## config.mk

```make
export PLATFORM = sky130hd
export DESIGN_NAME = pipeline_ctrl
export DESIGN_NICKNAME = d
export VERILOG_FILES = /design/src/rtl/cpu_pkg.sv /design/src/rtl/start_debouncer.sv /design/src/rtl/pipeline_ctrl.sv
export SDC_FILE = /design/constraint.sdc
export NUM_CORES = 1
export LEC_CHECK = 0
export BUFFER_PORTS_ARGS = -buffer_cell sky130_fd_sc_hd__buf_2
export CORE_ASPECT_RATIO = 0.7
export CORE_MARGIN = 2
export CORE_UTILIZATION = 35
export CTS_CLUSTER_SIZE = 10
export DETAILED_ROUTE_END_ITERATION = 8
export PLACE_DENSITY_LB_ADDON = 0.15
export SETUP_SLACK_MARGIN = 0.4
export SLEW_MARGIN = 0
export SYNTH_ARGS = -nofsm -noshare
export SYNTH_HDL_FRONTEND = slang
export SYNTH_SLANG_ARGS = --single-unit
```

## constraint.sdc

```tcl
create_clock -name clk -period 4.06 [get_ports clk]
set_input_delay 0.203 -clock clk [delete_from_list [all_inputs] [get_ports clk]]
set_output_delay 0.203 -clock clk [all_outputs]
set_load 0.005 [all_outputs]
```

## src/rtl/cpu_pkg.sv

```systemverilog
// cpu_pkg: shared controller state encoding and default timing parameters
package cpu_pkg;
  typedef enum logic [2:0] {
    S_IDLE,
    S_RUN,
    S_LOAD_STALL,
    S_FLUSH,
    S_DRAIN,
    S_DONE
  } state_t;
  localparam int DEF_DEBOUNCE_CYCLES = 16;
  localparam int DEF_FLUSH_CYCLES = 2;
  localparam int DEF_DRAIN_CYCLES = 3;
endpackage

```

## src/rtl/start_debouncer.sv

```systemverilog
// start_debouncer: synchronizes and debounces the start button into a one-cycle press pulse
module start_debouncer
  import cpu_pkg::*;
#(
  parameter int DEBOUNCE_CYCLES = DEF_DEBOUNCE_CYCLES
) (
  input  logic clk,
  input  logic rst,
  input  logic btn_in,
  output logic press_pulse
);
  localparam int CW = $clog2(DEBOUNCE_CYCLES + 1);
  logic s1, s2, v1, v2, db, armed, settle;
  logic [CW-1:0] cnt;
  assign settle = (s2 != db) && (cnt == CW'(DEBOUNCE_CYCLES - 1));
  // armed only after a genuine low is seen, so a button held through reset is not a press
  always_ff @(posedge clk or posedge rst) begin
    if (rst) begin
      s1 <= 1'b0;
      s2 <= 1'b0;
      v1 <= 1'b0;
      v2 <= 1'b0;
      db <= 1'b0;
      armed <= 1'b0;
      cnt <= '0;
      press_pulse <= 1'b0;
    end else begin
      s1 <= btn_in;
      s2 <= s1;
      v1 <= 1'b1;
      v2 <= v1;
      armed <= armed | (v2 & ~s2);
      cnt <= (s2 == db || settle) ? '0 : cnt + CW'(1);
      db <= settle ? s2 : db;
      press_pulse <= settle & s2 & armed;
    end
  end
endmodule

```

## src/rtl/pipeline_ctrl.sv

```systemverilog
// pipeline_ctrl: run/hazard/flush/drain sequencing for the CPU pipeline with a run-cycle counter
module pipeline_ctrl
  import cpu_pkg::*;
#(
  parameter int DEBOUNCE_CYCLES = DEF_DEBOUNCE_CYCLES,
  parameter int FLUSH_CYCLES = DEF_FLUSH_CYCLES,
  parameter int DRAIN_CYCLES = DEF_DRAIN_CYCLES
) (
  input  logic        clk,
  input  logic        rst,
  input  logic        start_button,
  input  logic        halt_ID,
  input  logic        load_EX,
  input  logic [4:0]  Rd_EX,
  input  logic [4:0]  Rs1_ID,
  input  logic [4:0]  Rs2_ID,
  input  logic        branch_taken_EX,
  output logic        stall,
  output logic        flush,
  output logic        cpu_run,
  output logic        done,
  output logic [31:0] cycle_count
);
  localparam int CW = $clog2(FLUSH_CYCLES + DRAIN_CYCLES + 1);
  state_t state, state_n;
  logic [CW-1:0] cnt, cnt_n;
  logic press, hazard, clr;
  start_debouncer #(.DEBOUNCE_CYCLES(DEBOUNCE_CYCLES)) u_deb (
    .clk(clk),
    .rst(rst),
    .btn_in(start_button),
    .press_pulse(press)
  );
  assign hazard = load_EX && (Rd_EX != 5'd0) && ((Rd_EX == Rs1_ID) || (Rd_EX == Rs2_ID));
  assign cpu_run = state inside {S_RUN, S_LOAD_STALL, S_FLUSH, S_DRAIN};
  assign done = state == S_DONE;
  // branch outranks hazard and halt; stall is only raised on paths where flush stays low
  always_comb begin
    state_n = state;
    cnt_n = cnt;
    stall = 1'b0;
    flush = 1'b0;
    clr = 1'b0;
    case (state)
      S_IDLE, S_DONE: begin
        stall = 1'b1;
        clr = press;
        state_n = press ? S_RUN : state;
      end
      S_RUN, S_LOAD_STALL: begin
        if (branch_taken_EX) begin
          flush = 1'b1;
          state_n = FLUSH_CYCLES > 1 ? S_FLUSH : S_RUN;
          cnt_n = CW'(FLUSH_CYCLES > 1 ? FLUSH_CYCLES - 2 : 0);
        end else if (state == S_LOAD_STALL) begin
          stall = 1'b1;
          state_n = S_RUN;
        end else if (hazard) begin
          stall = 1'b1;
          state_n = S_LOAD_STALL;
        end else if (halt_ID) begin
          state_n = S_DRAIN;
          cnt_n = CW'(DRAIN_CYCLES > 0 ? DRAIN_CYCLES - 1 : 0);
        end
      end
      S_FLUSH: begin
        flush = 1'b1;
        state_n = cnt == '0 ? S_RUN : S_FLUSH;
        cnt_n = cnt == '0 ? cnt : cnt - CW'(1);
      end
      S_DRAIN: begin
        stall = 1'b1;
        state_n = cnt == '0 ? S_DONE : S_DRAIN;
        cnt_n = cnt == '0 ? cnt : cnt - CW'(1);
      end
      default: state_n = S_IDLE;
    endcase
  end
  always_ff @(posedge clk or posedge rst) begin
    if (rst) begin
      state <= S_IDLE;
      cnt <= '0;
      cycle_count <= '0;
    end else begin
      state <= state_n;
      cnt <= cnt_n;
      cycle_count <= clr ? '0 : (cpu_run && ~&cycle_count) ? cycle_count + 32'd1 : cycle_count;
    end
  end
endmodule

```

== Word-level counts from Yosys, hierarchy flattened ==
Index checks and enable logic that the tools add are counted.

* Input port bits: 21
* Memories kept: 0
* ROM bits: 0
* Register bits: 50
* Bits in latches: 0
* RAM bits: 0

* Order comparisons: 0
* Multiply operators: 0
* Eq/ne operators: 16
* Muxes and demuxes: 24
* Bitwise gates (word level): 5
* Reductions and logical operators: 20
* Divide/modulo/power cells: 0
* Shift operators: 0
* Add/subtract/negate cells: 3

{| class="wikitable"
|+ Operator list
! kind !! count
|-
| $mux 32 || 2
|-
| $add 32x1->32 const B || 1
|-
| $reduce_and 32->1 || 1
|-
| $mux 3 || 10
|-
| $pmux 3 s4 || 1
|-
| $eq 5x5->1 || 2
|-
| $ne 3x3->1 const B || 3
|-
| $eq 3x2->1 const B || 2
|-
| $eq 3x3->1 const B || 2
|-
| $logic_not 3->1 || 2
|-
| $mux 1 || 6
|-
| $pmux 3 s2 || 1
|-
| $reduce_or 2->1 || 3
|-
| $add 5x1->5 const B || 1
|-
| $eq 5x4->1 const B || 1
|-
| $mux 5 || 1
|-
| $ne 5x5->1 const B || 1
|-
| $reduce_and 5->1 || 1
|-
| $reduce_bool 5->1 || 1
|-
| $logic_and 1x1->1 || 4
|-
| $pmux 1 s2 || 2
|-
| $reduce_bool 2->1 || 2
|-
| $reduce_bool 4->1 || 1
|-
| $and 1x1->1 || 3
|-
| 13 further kinds || 14
|}

== Logic depth before layout (Yosys ltp) ==
* Depth in word-level cells: 7
* Mapped depth: 8

== Hierarchy ==
Synthesis repeated with hierarchy kept, for this count alone.

* Cells, all modules: 316
* Area total of the unflattened synthesis: 2,930.3 µm²

{| class="wikitable"
|+ Modules (own cells, without submodules)
! module !! sequential area each (µm²) !! area each (µm²) !! times used !! cells an instance
|-
| pipeline_ctrl || 950.9 || 2,482.4 || 1 || 283
|-
| start_debouncer || 300.3 || 447.9 || 1 || 33
|}

== Worst setup path after synthesis ==
Ideal clock, no wire load.

* Kind: register to register
* Start point: register cycle_count[20]
* End point: register cycle_count[0]
* Stages on the path, launching flop included: 7
* Period minus slack after synthesis: 1,996 ps
* Slack: 2,064 ps
* Arrival: 1,864 ps
* Library setup time: 132 ps
* Buffers on the path: 0
* Data required time: 3,928 ps
* Path through: dfrtp_1 -> nand4_1 -> or4_4 -> nor4_4 -> nor2_1 -> xnor2_1 -> nor2_1

* Word-level cells in the longest chain between the ends: 4

{| class="wikitable"
|+ Ends and longest elaborated chain
! element !! line !! RTL
|-
| start, declared || pipeline_ctrl.sv:22 || <nowiki>output logic [31:0] cycle_count</nowiki>
|-
| start signal, assigned || pipeline_ctrl.sv:87 || <nowiki>cycle_count <= clr ? '0 : (cpu_run && ~&cycle_count) ? cycle_count + 32'd1 : cycle_count;</nowiki>
|-
| $reduce_and 32->1 || pipeline_ctrl.sv:87 ||
|-
| $logic_not 1->1 || pipeline_ctrl.sv:87 ||
|-
| $logic_and 1x1->1 || pipeline_ctrl.sv:87 ||
|-
| $reduce_bool 2->1 (no source line) || - ||
|}

Every way passes these cells.
A chain may end at the register's enable or synchronous reset.

== Worst setup path in the final report ==
* Start point: register state[2]
* End point: register cycle_count[26]

* Word-level cells in the longest chain between the ends: 4

{| class="wikitable"
|+ Ends and longest elaborated chain
! element !! line !! RTL
|-
| start, declared || pipeline_ctrl.sv:25 || <nowiki>state_t state, state_n;</nowiki>
|-
| start signal, assigned || pipeline_ctrl.sv:85 || <nowiki>state <= state_n;</nowiki>
|-
| $eq 3x3->1 (tied with other cells) || pipeline_ctrl.sv:44 || <nowiki>case (state)</nowiki>
|-
| $reduce_or 2->1 / $reduce_bool 4->1 (equally long branches) || - ||
|-
| $mux 1 / $logic_and 1x1->1 (equally long branches) || pipeline_ctrl.sv:44, pipeline_ctrl.sv:87 ||
|-
| $mux 32 / $reduce_bool 2->1 (equally long branches) || - ||
|}

Parallel ways exist; a longest one is shown, timed or not.

==> flow_summary_export.csv <==
group,metric,value,unit
outcome,status,"completed",
layout,areaGrowthSynthToFinish,19.07,%
clock_network,h-tree-depth,2,
yosys,synth_fa_ha_area_share,2.197,%
yosys,synth_compound_area_share,7.074,%
clock_network,cts_tree,"built",
timing,fin_skew,7.499,ps
pwr,switchingPower,0.0006024,W
timing,setup_violations,0,
clock_network,cts-resized-gates,0,
job,maxCapViolCount,0,
clock_network,cts_root_buffer,"clkbuf_16",
routing,vias,2301,
global_routing,globalRoute.totalOverflow,0,
yosys,netlist_area,2848,um2
yosys,async_flop_share,100.0,%
yosys,syn-mean-instance-area,9.186,um2
layout,fill_cells,768,
pwr,leakage,1.572,nW
timing,worst_slew_pin_slew,1043,ps
pwr,pwr-share-comb,31.1,%
layout,drive_above_1_share,21.64,%
global_routing,grt_pass1_wl,10610,um
layout,regArea,1251,um2
timing,max_freq,0.4181,GHz
layout,final_common_cell,"buf_2",
yosys,synth_xor_xnor_area_share,12.30,%
layout,final_core_util,43.08,%
critical_path,path_class,"flip-flop to flip-flop",
timing,slew_headroom,30.39,%
yosys,synth_seq_area_share,43.94,%
yosys,synthTopCellsByArea,"dfrtp_1 44%, xnor2_1 6.8%, nor2_1 6.3%",
placement,port_buffers,56,
pwr,switching_share,36.73,%
timing,setup_tns,0,ps
routing,drc_errors,0,
floorplan,fp.dieW,111.8,um
yosys,synth_seq_cells,50,
floorplan,num_rows,27,
routing,ant_nets,0,
pwr,power_frac_seq,42.2,%
critical_path,cp_data_arrival_time,2580,ps
yosys,synth_flop_cell,"dfrtp_1",
critical_path,path_max_fanout,20,
yosys,synth_top_area_cell,"dfrtp_1",
yosys,synth_top_family_by_area,"simple AND/OR/NAND/NOR gates",
global_routing,grt_pass1_vias,2090,
placement,place.detailed.hpwl,4633,um
yosys,yosys.cell_types.count,50,
timing,fin_crit_sh,58.91,%
clock_network,insertion_delay,300,ps
pwr,ir_drop,0.2437,mV
yosys,synthCells,310,
pwr,p_per_area,483.7,nW/um2
critical_path,start_kind,"flip-flop",
floorplan,core,7871,um2
timing,drv_slew,0,
layout,antenna_cells,0,
global_routing,grt_use_total,15.09,%
clock_network,clkSlewWorstSetupHoldPaths,70,ps
yosys,muxShareOfSynthArea,1.801,%
clock_network,cts.sinks,50,
floorplan,fp.dieH,79.47,um
layout,mostFrequentLayoutCells,"56 x buf_2, 50 x dfrtp_1, 48 x nor2_1",
clock_network,post_cts_buffers,0,
layout,layout.nets,390,
yosys,netlist.area_leader.share,43.94,%
pwr,p_clk_share,26.6,%
yosys,synth-simple-area-share,29.53,%
routing,totalWireLength,6269,um
floorplan,start_util,36.18,%
critical_path,critPathCaptureType,"flip-flop",
placement,gp_congestion,0.8187,
clock_network,cts_max_path_buffers,2,
yosys,syn_nets,336,
timing,final-hold-violation-count,0,
routing,drt_iter0_markers,142,
timing,rsz0062_at_grt,"no",
timing,fin_crit,2392,ps
clock_network,numCtsBuffers,5,
global_routing,antenna_found_initial,0,
worst_hold_path,hp-class,"input pin to asynchronous set/reset pin",
yosys,ys.warnings.count,0,
routing,vias_per_cell,4.938,
routing,wl_per_cell,13.45,um
critical_path,critPathRequiredTime,4240,ps
global_routing,grt_max_degree,51,
yosys,synth_edf_count,0,
pwr,p_int,0.001038,W
floorplan,ioPinCount,57,
floorplan,die_area,8886,um2
layout,multi_input_area,1519,um2
routing,firstDrtPassIters,4,
per-stage QoR:
step	instance area [um2]	power [W]	hold WS [ps]	std cells	setup WS, ps
detailed placement	3226	0.001217	312.7	457	1680
global placement	3226	0.001207	311.6	457	1732
floorplan	2848	0.001057	234.4	310	2064
CTS	3381	0.001663	1.793	465	1668
finish	3391	0.001640	159.5	466	1668
global route	3391	0.001781	250.2	466	1482
layout make-up:
type	instances	area share, %
Tap cell	101	3.727
Clock inverter	2	0.4797
Multi-Input combinational cell	238	44.80
Timing Repair Buffer	58	8.782
Sequential cell	50	36.90
Clock buffer	6	4.096
Inverter	11	1.218
routing by layer:
metal	up-vias	global-route usage (%)	part of all wire [%]
met3	8	4.404	5.4
li1	1178	-	-
met4	0	5.185	1.5
met2	54	20.06	38
met1	1061	22.89	55
met5	-	0	0
timing repair:
item,in CTS,in global routing
endpoints found under the setup margin,0,0
endpoints found under the hold margin,0,1
hold buffers,0,1
worst paths after layout:
check	slack [ps]	startpoint	cells after the start	to
hold / removal	160	rst	2	u_deb.v1$_DFF_PP0_
setup / recovery	1670	state[2]$_DFFE_PP0P_	6	cycle_count[26]$_DFFE_PP0P_
setup reg to reg	1670	state[2]$_DFFE_PP0P_	6	cycle_count[26]$_DFFE_PP0P_
min in group clk	240	halt_ID	3	state[0]$_DFFE_PP0P_
hold reg to reg	350	u_deb.s1$_DFF_PP0_	0	u_deb.s2$_DFF_PP0_
max in group asynchronous	3250	rst	2	state[1]$_DFFE_PP0P_
worst max-delay path: stages (launching register included):
cell and delay [ps]:
dfrtp_1 680, nor2b_1 270, or4b_1 710, o21ai_2 170
nand3_1 120, xnor2_1 170, and2_1 150
cells in the mapped netlist (2+ instances only):
library cell / count
a21oi_1: 9
a22oi_1: 2
a31oi_1: 2
and2_1: 3
and3_1: 4
and4_1: 3
clkbuf_1: 9
dfrtp_1: 50
ha_1: 5
inv_1: 11
mux2i_1: 4
nand2_1: 23
nand2b_1: 2
nand3_1: 13
nand4_1: 11
nor2_1: 48
nor2b_1: 4
nor3_1: 15
nor3_2: 2
nor3b_1: 4
nor4_1: 5
nor4b_1: 2
o21a_1: 2
o21ai_0: 10
or2_2: 2
or3_1: 3
xnor2_1: 22
xor2_1: 18
sequential cells by signal, indices dropped and copies added (netlist names):
register and cells:
u_deb.cnt 5, u_deb.s2 1, u_deb.press_pulse 1, cnt 3, u_deb.s1 1, u_deb.db 1
cycle_count 32, u_deb.armed 1, u_deb.v2 1, u_deb.v1 1, state 3
power by group through the flow:
stage | clock, W | combinational (W) | sequential, W
final | 0.000437 | 0.000511 | 0.000693
after global routing | 0.000480 | 0.000591 | 0.000710
after CTS | 0.000453 | 0.000518 | 0.000692
after detailed placement | 0 | 0.000515 | 0.000701
after global placement | 0 | 0.000507 | 0.000700
after floorplan | 0 | 0.000422 | 0.000635
cell families (layout without fill, tap and decap cells):
kind of cell,count (synthesis),count (layout)
AO/OA/AOI/OAI,33,33
XOR/XNOR,40,40
adder cells (fa/ha/maj),5,5
buffers and inverters,22,77
flip-flops,50,50
multiplexers,5,5
other,1,1
AND/OR/NAND/NOR,154,154
Note: power is estimated with default switching activity, not from simulation.
